<file path="src/rtl/pwm_generator_mc_if.sv">
// pwm_generator_mc_if: config write bus (wr_en/wr_addr/wr_data) plus PWM outputs (pwm_out/period_end)
interface pwm_generator_mc_if #(
  parameter int WIDTH = 12,
  parameter int CHANNELS = 4,
  parameter int ADDR_W = 4
);
  logic wr_en;
  logic [ADDR_W-1:0] wr_addr;
  logic [WIDTH-1:0] wr_data;
  logic [CHANNELS-1:0] pwm_out;
  logic period_end;
  modport master (output wr_en, wr_addr, wr_data, input pwm_out, period_end);
  modport slave (input wr_en, wr_addr, wr_data, output pwm_out, period_end);
endinterface

</file>
<file path="src/rtl/pwm_generator_mc.sv">
// pwm_generator_mc: double-buffered multi-channel edge/centre PWM; ports clk, rst, bus (writes in, pwm_out/period_end out)
module pwm_generator_mc #(
  parameter int WIDTH = 12,
  parameter int CHANNELS = 4,
  parameter int ADDR_W = 4
) (
  input logic clk,
  input logic rst,
  pwm_generator_mc_if.slave bus
);
  localparam int CW = 2*CHANNELS+1;
  logic [WIDTH-1:0] s_period, a_period, n_period, cnt;
  logic [CW-1:0] s_ctrl, a_ctrl, n_ctrl;
  logic [WIDTH-1:0] s_duty [CHANNELS];
  logic [WIDTH-1:0] a_duty [CHANNELS];
  logic [WIDTH-1:0] n_duty [CHANNELS];
  logic [CHANNELS-1:0] raw;
  logic dir, commit;
  always_comb begin
    n_period = (bus.wr_en && bus.wr_addr == ADDR_W'(0)) ? bus.wr_data : s_period;
    n_ctrl = (bus.wr_en && bus.wr_addr == ADDR_W'(1)) ? bus.wr_data[CW-1:0] : s_ctrl;
    for (int i = 0; i < CHANNELS; i++) begin
      n_duty[i] = (bus.wr_en && bus.wr_addr == ADDR_W'(2+i)) ? bus.wr_data : s_duty[i];
      raw[i] = a_ctrl[1+i] && (cnt < a_duty[i]);
    end
    commit = (a_period == '0) || (a_ctrl[0] ? (dir && cnt == WIDTH'(1)) : (cnt == a_period - WIDTH'(1)));
  end
  always_ff @(posedge clk) begin
    if (rst) begin
      s_period <= '0;
      a_period <= '0;
      s_ctrl <= '0;
      a_ctrl <= '0;
      for (int i = 0; i < CHANNELS; i++) begin
        s_duty[i] <= '0;
        a_duty[i] <= '0;
      end
      cnt <= '0;
      dir <= 1'b0;
      bus.pwm_out <= '0;
      bus.period_end <= 1'b0;
    end else begin
      s_period <= n_period;
      s_ctrl <= n_ctrl;
      s_duty <= n_duty;
      if (commit) begin
        a_period <= n_period;
        a_ctrl <= n_ctrl;
        a_duty <= n_duty;
        cnt <= '0;
        dir <= 1'b0;
      end else if (a_ctrl[0] && dir) begin
        cnt <= cnt - WIDTH'(1);
      end else begin
        cnt <= cnt + WIDTH'(1);
        dir <= a_ctrl[0] && (cnt + WIDTH'(1) == a_period);
      end
      bus.pwm_out <= raw ^ a_ctrl[CW-1:CHANNELS+1];
      bus.period_end <= commit;
    end
  end
endmodule

</file>
<file path="src/flat_wrapper.sv">
// flat-port wrapper written by rule: the top's interface ports become plain ports
module pwm_generator_mc_flat 
#(
  parameter int WIDTH = 12,
  parameter int CHANNELS = 4,
  parameter int ADDR_W = 4
)
  (clk, rst, bus_wr_en, bus_wr_addr, bus_wr_data, bus_pwm_out, bus_period_end);
  pwm_generator_mc_if #(.WIDTH(WIDTH), .CHANNELS(CHANNELS), .ADDR_W(ADDR_W)) bus_i ();
  input logic clk;
  input logic rst;
  input wire logic [$bits(bus_i.wr_en)-1:0] bus_wr_en;
  input wire logic [$bits(bus_i.wr_addr)-1:0] bus_wr_addr;
  input wire logic [$bits(bus_i.wr_data)-1:0] bus_wr_data;
  output wire logic [$bits(bus_i.pwm_out)-1:0] bus_pwm_out;
  output wire logic [$bits(bus_i.period_end)-1:0] bus_period_end;
  assign bus_i.wr_en = bus_wr_en;
  assign bus_i.wr_addr = bus_wr_addr;
  assign bus_i.wr_data = bus_wr_data;
  assign bus_pwm_out = bus_i.pwm_out;
  assign bus_period_end = bus_i.period_end;
  pwm_generator_mc #(.WIDTH(WIDTH), .CHANNELS(CHANNELS), .ADDR_W(ADDR_W)) u_core (.clk(clk), .rst(rst), .bus(bus_i));
endmodule
</file>
<file path="config.mk">
export PLATFORM = sky130hd
export DESIGN_NAME = pwm_generator_mc_flat
export DESIGN_NICKNAME = d
export VERILOG_FILES = /design/src/rtl/pwm_generator_mc_if.sv /design/src/rtl/pwm_generator_mc.sv /design/src/flat_wrapper.sv
export SDC_FILE = /design/constraint.sdc
export NUM_CORES = 1
export LEC_CHECK = 0
export BUFFER_PORTS_ARGS = -buffer_cell sky130_fd_sc_hd__clkbuf_2
export CAP_MARGIN = 25
export CORE_UTILIZATION = 30
export CTS_CLUSTER_SIZE = 8
export DETAILED_ROUTE_END_ITERATION = 12
export PLACE_DENSITY = 0.41
export SLEW_MARGIN = 25
export SYNTH_ARGS = -nofsm -noshare
export SYNTH_HDL_FRONTEND = slang
export SYNTH_SLANG_ARGS = --single-unit
</file>
<file path="constraint.sdc">
create_clock -name clk -period 4.4 [get_ports clk]
set_input_delay 0.22 -clock clk [delete_from_list [all_inputs] [get_ports clk]]
set_output_delay 0.22 -clock clk [all_outputs]
set_load 0.02 [all_outputs]
</file>
## Word-level counts from Yosys, hierarchy flattened

Index checks and enable logic that the tools add are counted.

| operators by class | value |
|---|---|
| add/sub/neg operators | 3 |
| magnitude comparators | 4 |
| eq/ne operators | 8 |
| muxes and demuxes | 8 |
| bitwise gates (word level) | 1 |
| reduce and logical (&&, ||, !) cells | 17 |

Operators with widths:

| operator | number |
|---|---|
| $mux 12 | 6 |
| $lt 12x12->1 | 4 |
| $eq 12x12->1 | 2 |
| $sub 12x1->12 const B | 2 |
| $logic_and 1x1->1 | 13 |
| $add 12x1->12 const B | 1 |
| $eq 12x1->1 const B | 1 |
| $logic_not 12->1 | 1 |
| $mux 9 | 1 |
| $eq 4x2->1 const B | 2 |
| $eq 4x3->1 const B | 2 |
| $eq 4x1->1 const B | 1 |
| $logic_not 4->1 | 1 |
| $xor 4x4->4 | 1 |
| $reduce_or 2->1 | 1 |
| $logic_or 1x1->1 | 1 |
| $mux 1 | 1 |

| word-level totals | value |
|---|---|
| bits in registers | 156 |
| output and inout bits | 5 |
| word-level logic and storage cells | 57 |

## Depth between registers and ports, before layout

| logic depth | value |
|---|---|
| depth after elaboration | 5 |
| depth in mapped cells | 11 |

## Least setup slack after synthesis

Ideal clock, no wire load.

| timing | value |
|---|---|
| path kind | register -> register |
| start point | reg u_core.a_period[0] |
| end point | reg u_core.a_duty[11] (netlist name) |
| setup time | 123 ps |
| arrival | 2,831 ps |
| required time | 4,277 ps |
| setup slack | 1,445 ps |
| stages on the path, launching flop included | 9 |
| buffers on the path | 1 |
| clock period less this slack | 2,955 ps |
| cells stage by stage | dfxtp_1 -> inv_1 -> ha_1 -> xnor2_1 -> or4_1 -> or4b_1 -> o41ai_4 -> buf_6 -> mux2_1 |

| on the way | value |
|---|---|
| longest elaborated chain between the ends | 4 |

RTL lines:

| item | RTL line | text |
|---|---|---|
| start, declared | pwm_generator_mc.sv:12 | `logic [WIDTH-1:0] s_period, a_period, n_period, cnt;` |
| start signal, assigned | pwm_generator_mc.sv:47 | `a_period <= n_period;` |
| $sub 12x1->12 | pwm_generator_mc.sv:26 | `commit = (a_period == '0) \|\| (a_ctrl[0] ? (dir && cnt == WIDTH'(1)) : (cnt == a_period - WIDTH'(1)));` |
| $eq 12x12->1 | pwm_generator_mc.sv:26 |  |
| $mux 1 | pwm_generator_mc.sv:26 |  |
| $logic_or 1x1->1 (*) | pwm_generator_mc.sv:26 |  |
| end signal, assigned | pwm_generator_mc.sv:49 | `a_duty <= n_duty;` |
| end, declared | pwm_generator_mc.sv:15 | `logic [WIDTH-1:0] a_duty [CHANNELS];` |

Every way passes the cells marked *; elsewhere a longest branch is shown, timed or not.
A chain may end at the register's enable or synchronous reset.

## Final worst setup path

| timing | value |
|---|---|
| start point | reg u_core.cnt[3] |
| end point | reg u_core.a_duty[19] (netlist name) |

| on the way | value |
|---|---|
| longest elaborated chain between the ends | 4 |

RTL lines:

| item | RTL line | text |
|---|---|---|
| start, declared | pwm_generator_mc.sv:12 |  |
| start signal, assigned | pwm_generator_mc.sv:53 | `cnt <= cnt - WIDTH'(1);` |
| start signal, assigned | pwm_generator_mc.sv:55 | `cnt <= cnt + WIDTH'(1);` |
| $eq 12x1->1 | pwm_generator_mc.sv:26 |  |
| $logic_and 1x1->1 | pwm_generator_mc.sv:26 |  |
| $mux 1 (*) | pwm_generator_mc.sv:26 |  |
| $logic_or 1x1->1 (*) | pwm_generator_mc.sv:26 |  |

Marks and branches as above.

==> flow_summary.toml <==
[placed_design]
io_buffers = 23
hpwl_mm = 14.3
gp_congestion = 0.859

[power]
net-switching-power_mw = 0.788
seq_power_share_pct = 45.4
leakage_nw = 3.68
clockPowerShare_pct = 47.3
swShare_pct = 24.8
p_per_area_nw_per_um2 = 366
internal_power_mw = 2.39
p_comb_share_pct = 7.3
worst_ir_drop_vdd_v = 0.000223

[logic_synthesis]
ys.flop_type = "dfxtp_1"
avgSynthCellArea_sq_um = 9.60
yosysWarnings = 0
synth_edf_count = 0
syn_inst = 800
synth_seq_cells = 156
ys_async_sr_fraction_pct = 0
synth_area_leader_cell = "dfxtp_1"
synth.most_common_cell = "dfxtp_1"
synth_area_leaders = "dfxtp_1, mux2i_1, ha_1, mux2_1, nor2_1"
syn-num-nets = 867
synth_cell_types = 56
netlist_area_sq_um = 7680
synth_top_area_share_pct = 40.7
ys_top_cells_by_count = "dfxtp_1, nor2_1, mux2i_1"
yosysSeqAreaShare_pct = 40.7

[sta]
timing.final.crit_share_pct = 73.2
skew_ps = 11.7
finalSetupViolations = 0
hold-worst-slack_ps = 204
worst_slew_pin_slew_ps = 960
rsz0062_at_grt = "false"
report.final.slew_viol_count = 0
fmax_ghz = 0.310
finalHoldViolations = 0
min_period_ps = 3220
final.setup.tns_ps = 0
slew-limit-headroom_pct = 35.9

[grt]
antenna_found_initial = 0
gr-total-overflow = 0
grt_start_max_net_pins = 71
grt_usage_pct = 16.4
grt_pass1_wl_mm = 32.3
grt_pass1_vias = 5462

[worst_setup_path]
crit-reg2reg-launch = "u_core.cnt[3]$_SDFF_PP0_"
arrival_ps = 3530
crit_path_end = "u_core.a_duty[19]$_SDFFE_PP0P_"
worstRegToRegCells = 7
critPathCaptureType = "flip-flop"
worst_setup_path_start_kind = "flip-flop"
rr_endpoint = "u_core.a_duty[19]$_SDFFE_PP0P_"
startpoint = "u_core.cnt[3]$_SDFF_PP0_"
worst-path-max-fanout = 70
critPathKind = "reg -> reg"
rrSetupSlack_ps = 1180
cp.required_ps = 4710

[cells_and_area]
n_antenna_cell = 0
num-nets-final = 873
final_layout_size_suffix_gt1_share_pct = 9.16
n_fill_cell = 2634
final_util_pct = 34.7
area_growth_pct = 13.3

[routing]
routed_wirelength_mm = 20.7
ant_nets = 0
first_iter_violations = 409
num_vias = 5601
drc = 0
wl_per_cell_um = 18.0
first_pass_iters = 4
routed_via_density = 4.87

[flow_run]
cap_viol_max_count = 0

[run_status]
outcome = "finished, final reports clean"

[clock_tree]
numCtsBuffers = 17
cts_tree = "built"
cts_setup_buffers = 0
post_cts_resized = 0
cts_root_buf = "clkbuf_16"
clk_path_buf_depth = 2
htreeDepth = 4
clock-sinks = 156
clkTransAtPathRegs_ps = 60
hold_buffers = 0
clock_latency_ps = 430

[floorplan]
die_h_um = 162
rows = 58
initial_utilization_pct = 30.6
die_x_um = 162
core_sq_um = 25100
die_area_sq_um = 26200
io_pins = 24

[hold_path]
hold_path.class = "in -> reg"
[layout make-up]
| cell class | instances | area [sq um] | share of cell area [%] |
|---|---|---|---|
| multi-input cells | 546 | 4160 | 47.8 |
| repair buffers | 32 | 205 | 2.36 |
| flip-flops and latches | 156 | 3120 | 35.9 |
| inverters | 53 | 199 | 2.29 |
| clock inverters | 13 | 151 | 1.74 |
| well taps | 330 | 413 | 4.75 |
| clock buffers | 19 | 453 | 5.21 |
[placed cells by master (no fill, tap or decap), types with 14 or more instances in the layout]
master / Yosys / final
clkbuf_16: 0 / 17
o21ai_0: 17 / 17
inv_1: 53 / 53
mux2_1: 48 / 48
clkbuf_2: 0 / 22
dfxtp_1: 156 / 156
and3_1: 19 / 19
xnor2_1: 21 / 21
a22o_1: 15 / 15
mux2i_1: 71 / 71
nor2_1: 135 / 135
nand2_1: 14 / 14
ha_1: 48 / 48
[critical path, cell delays in order, from the launching register on]
cell     delay, ps
dfxtp_1        620
xor2_1         310
xor2_1         100
or4_1          420
or4b_1         570
o41ai_4        290
buf_12         390
mux2_1         370
[per-layer routing]
layer	vias to the layer above	track usage (%)	wire length, um
met5	-	0	0
met4	0	4.42	208
met3	15	2.63	627
met2	92	24.8	8980
met1	2695	23.9	10900
li1	2799	-	-
[logic make-up (layout without fill, tap and decap cells)]
group           count (synthesis)  in the layout  share of synthesized area [%]
compound gates                 91             91                           9.27
buf+inv                        98            117                           5.41
simple gates                  252            252                           16.3
xor+xnor                       34             34                           3.88
flops                         156            156                           40.7
fa+ha+maj                      48             48                           7.82
mux                           121            121                           16.6
[worst min path at each step]
stage	startpoint	to	slack (ps)	depth (start not counted)
final	bus_wr_data[11]	u_core.s_duty[35]$_SDFF_PP0_	200	3
after detailed placement	u_core.s_duty[39]$_SDFF_PP0_	u_core.s_duty[39]$_SDFF_PP0_	500	2
after floorplan	bus_wr_data[10]	u_core.s_duty[10]$_SDFF_PP0_	400	2
after global routing	bus_wr_data[10]	u_core.s_duty[46]$_SDFF_PP0_	220	3
after CTS	bus_wr_data[11]	u_core.s_duty[35]$_SDFF_PP0_	200	3
after global placement	u_core.s_duty[22]$_SDFF_PP0_	u_core.s_duty[22]$_SDFF_PP0_	490	2
[registers in the layout (all words and copies together) (netlist names)]
signal,flops
u_core.a_duty,48
u_core.s_duty,48
u_core.a_period,12
u_core.cnt,12
u_core.s_period,12
u_core.a_ctrl,9
u_core.s_ctrl,9
u_core.bus.pwm_out,4
u_core.bus.period_end,1
u_core.dir,1
[power groups by stage]
stage                     clock network [mW]  registers, mW  logic, mW
after floorplan                            0           1.47      0.165
after global placement                     0           1.48      0.232
after detailed placement                   0           1.48      0.234
after CTS                               1.54           1.44      0.235
after global routing                    1.61           1.45      0.252
final                                   1.50           1.44      0.232
[metrics by stage]
step | setup slack (ps) | power, mW | instance area [sq um] | std cells
2_1_floorplan | 1450 | 1.64 | 7680 | 800
3_3_place_gp | 1260 | 1.71 | 8070 | 1116
3_5_place_dp | 1190 | 1.71 | 8080 | 1116
4_1_cts | 1170 | 3.22 | 8690 | 1148
5_1_grt | 1020 | 3.31 | 8700 | 1149
6_report | 1180 | 3.18 | 8700 | 1149
Note: power is estimated with default switching activity, not from simulation.
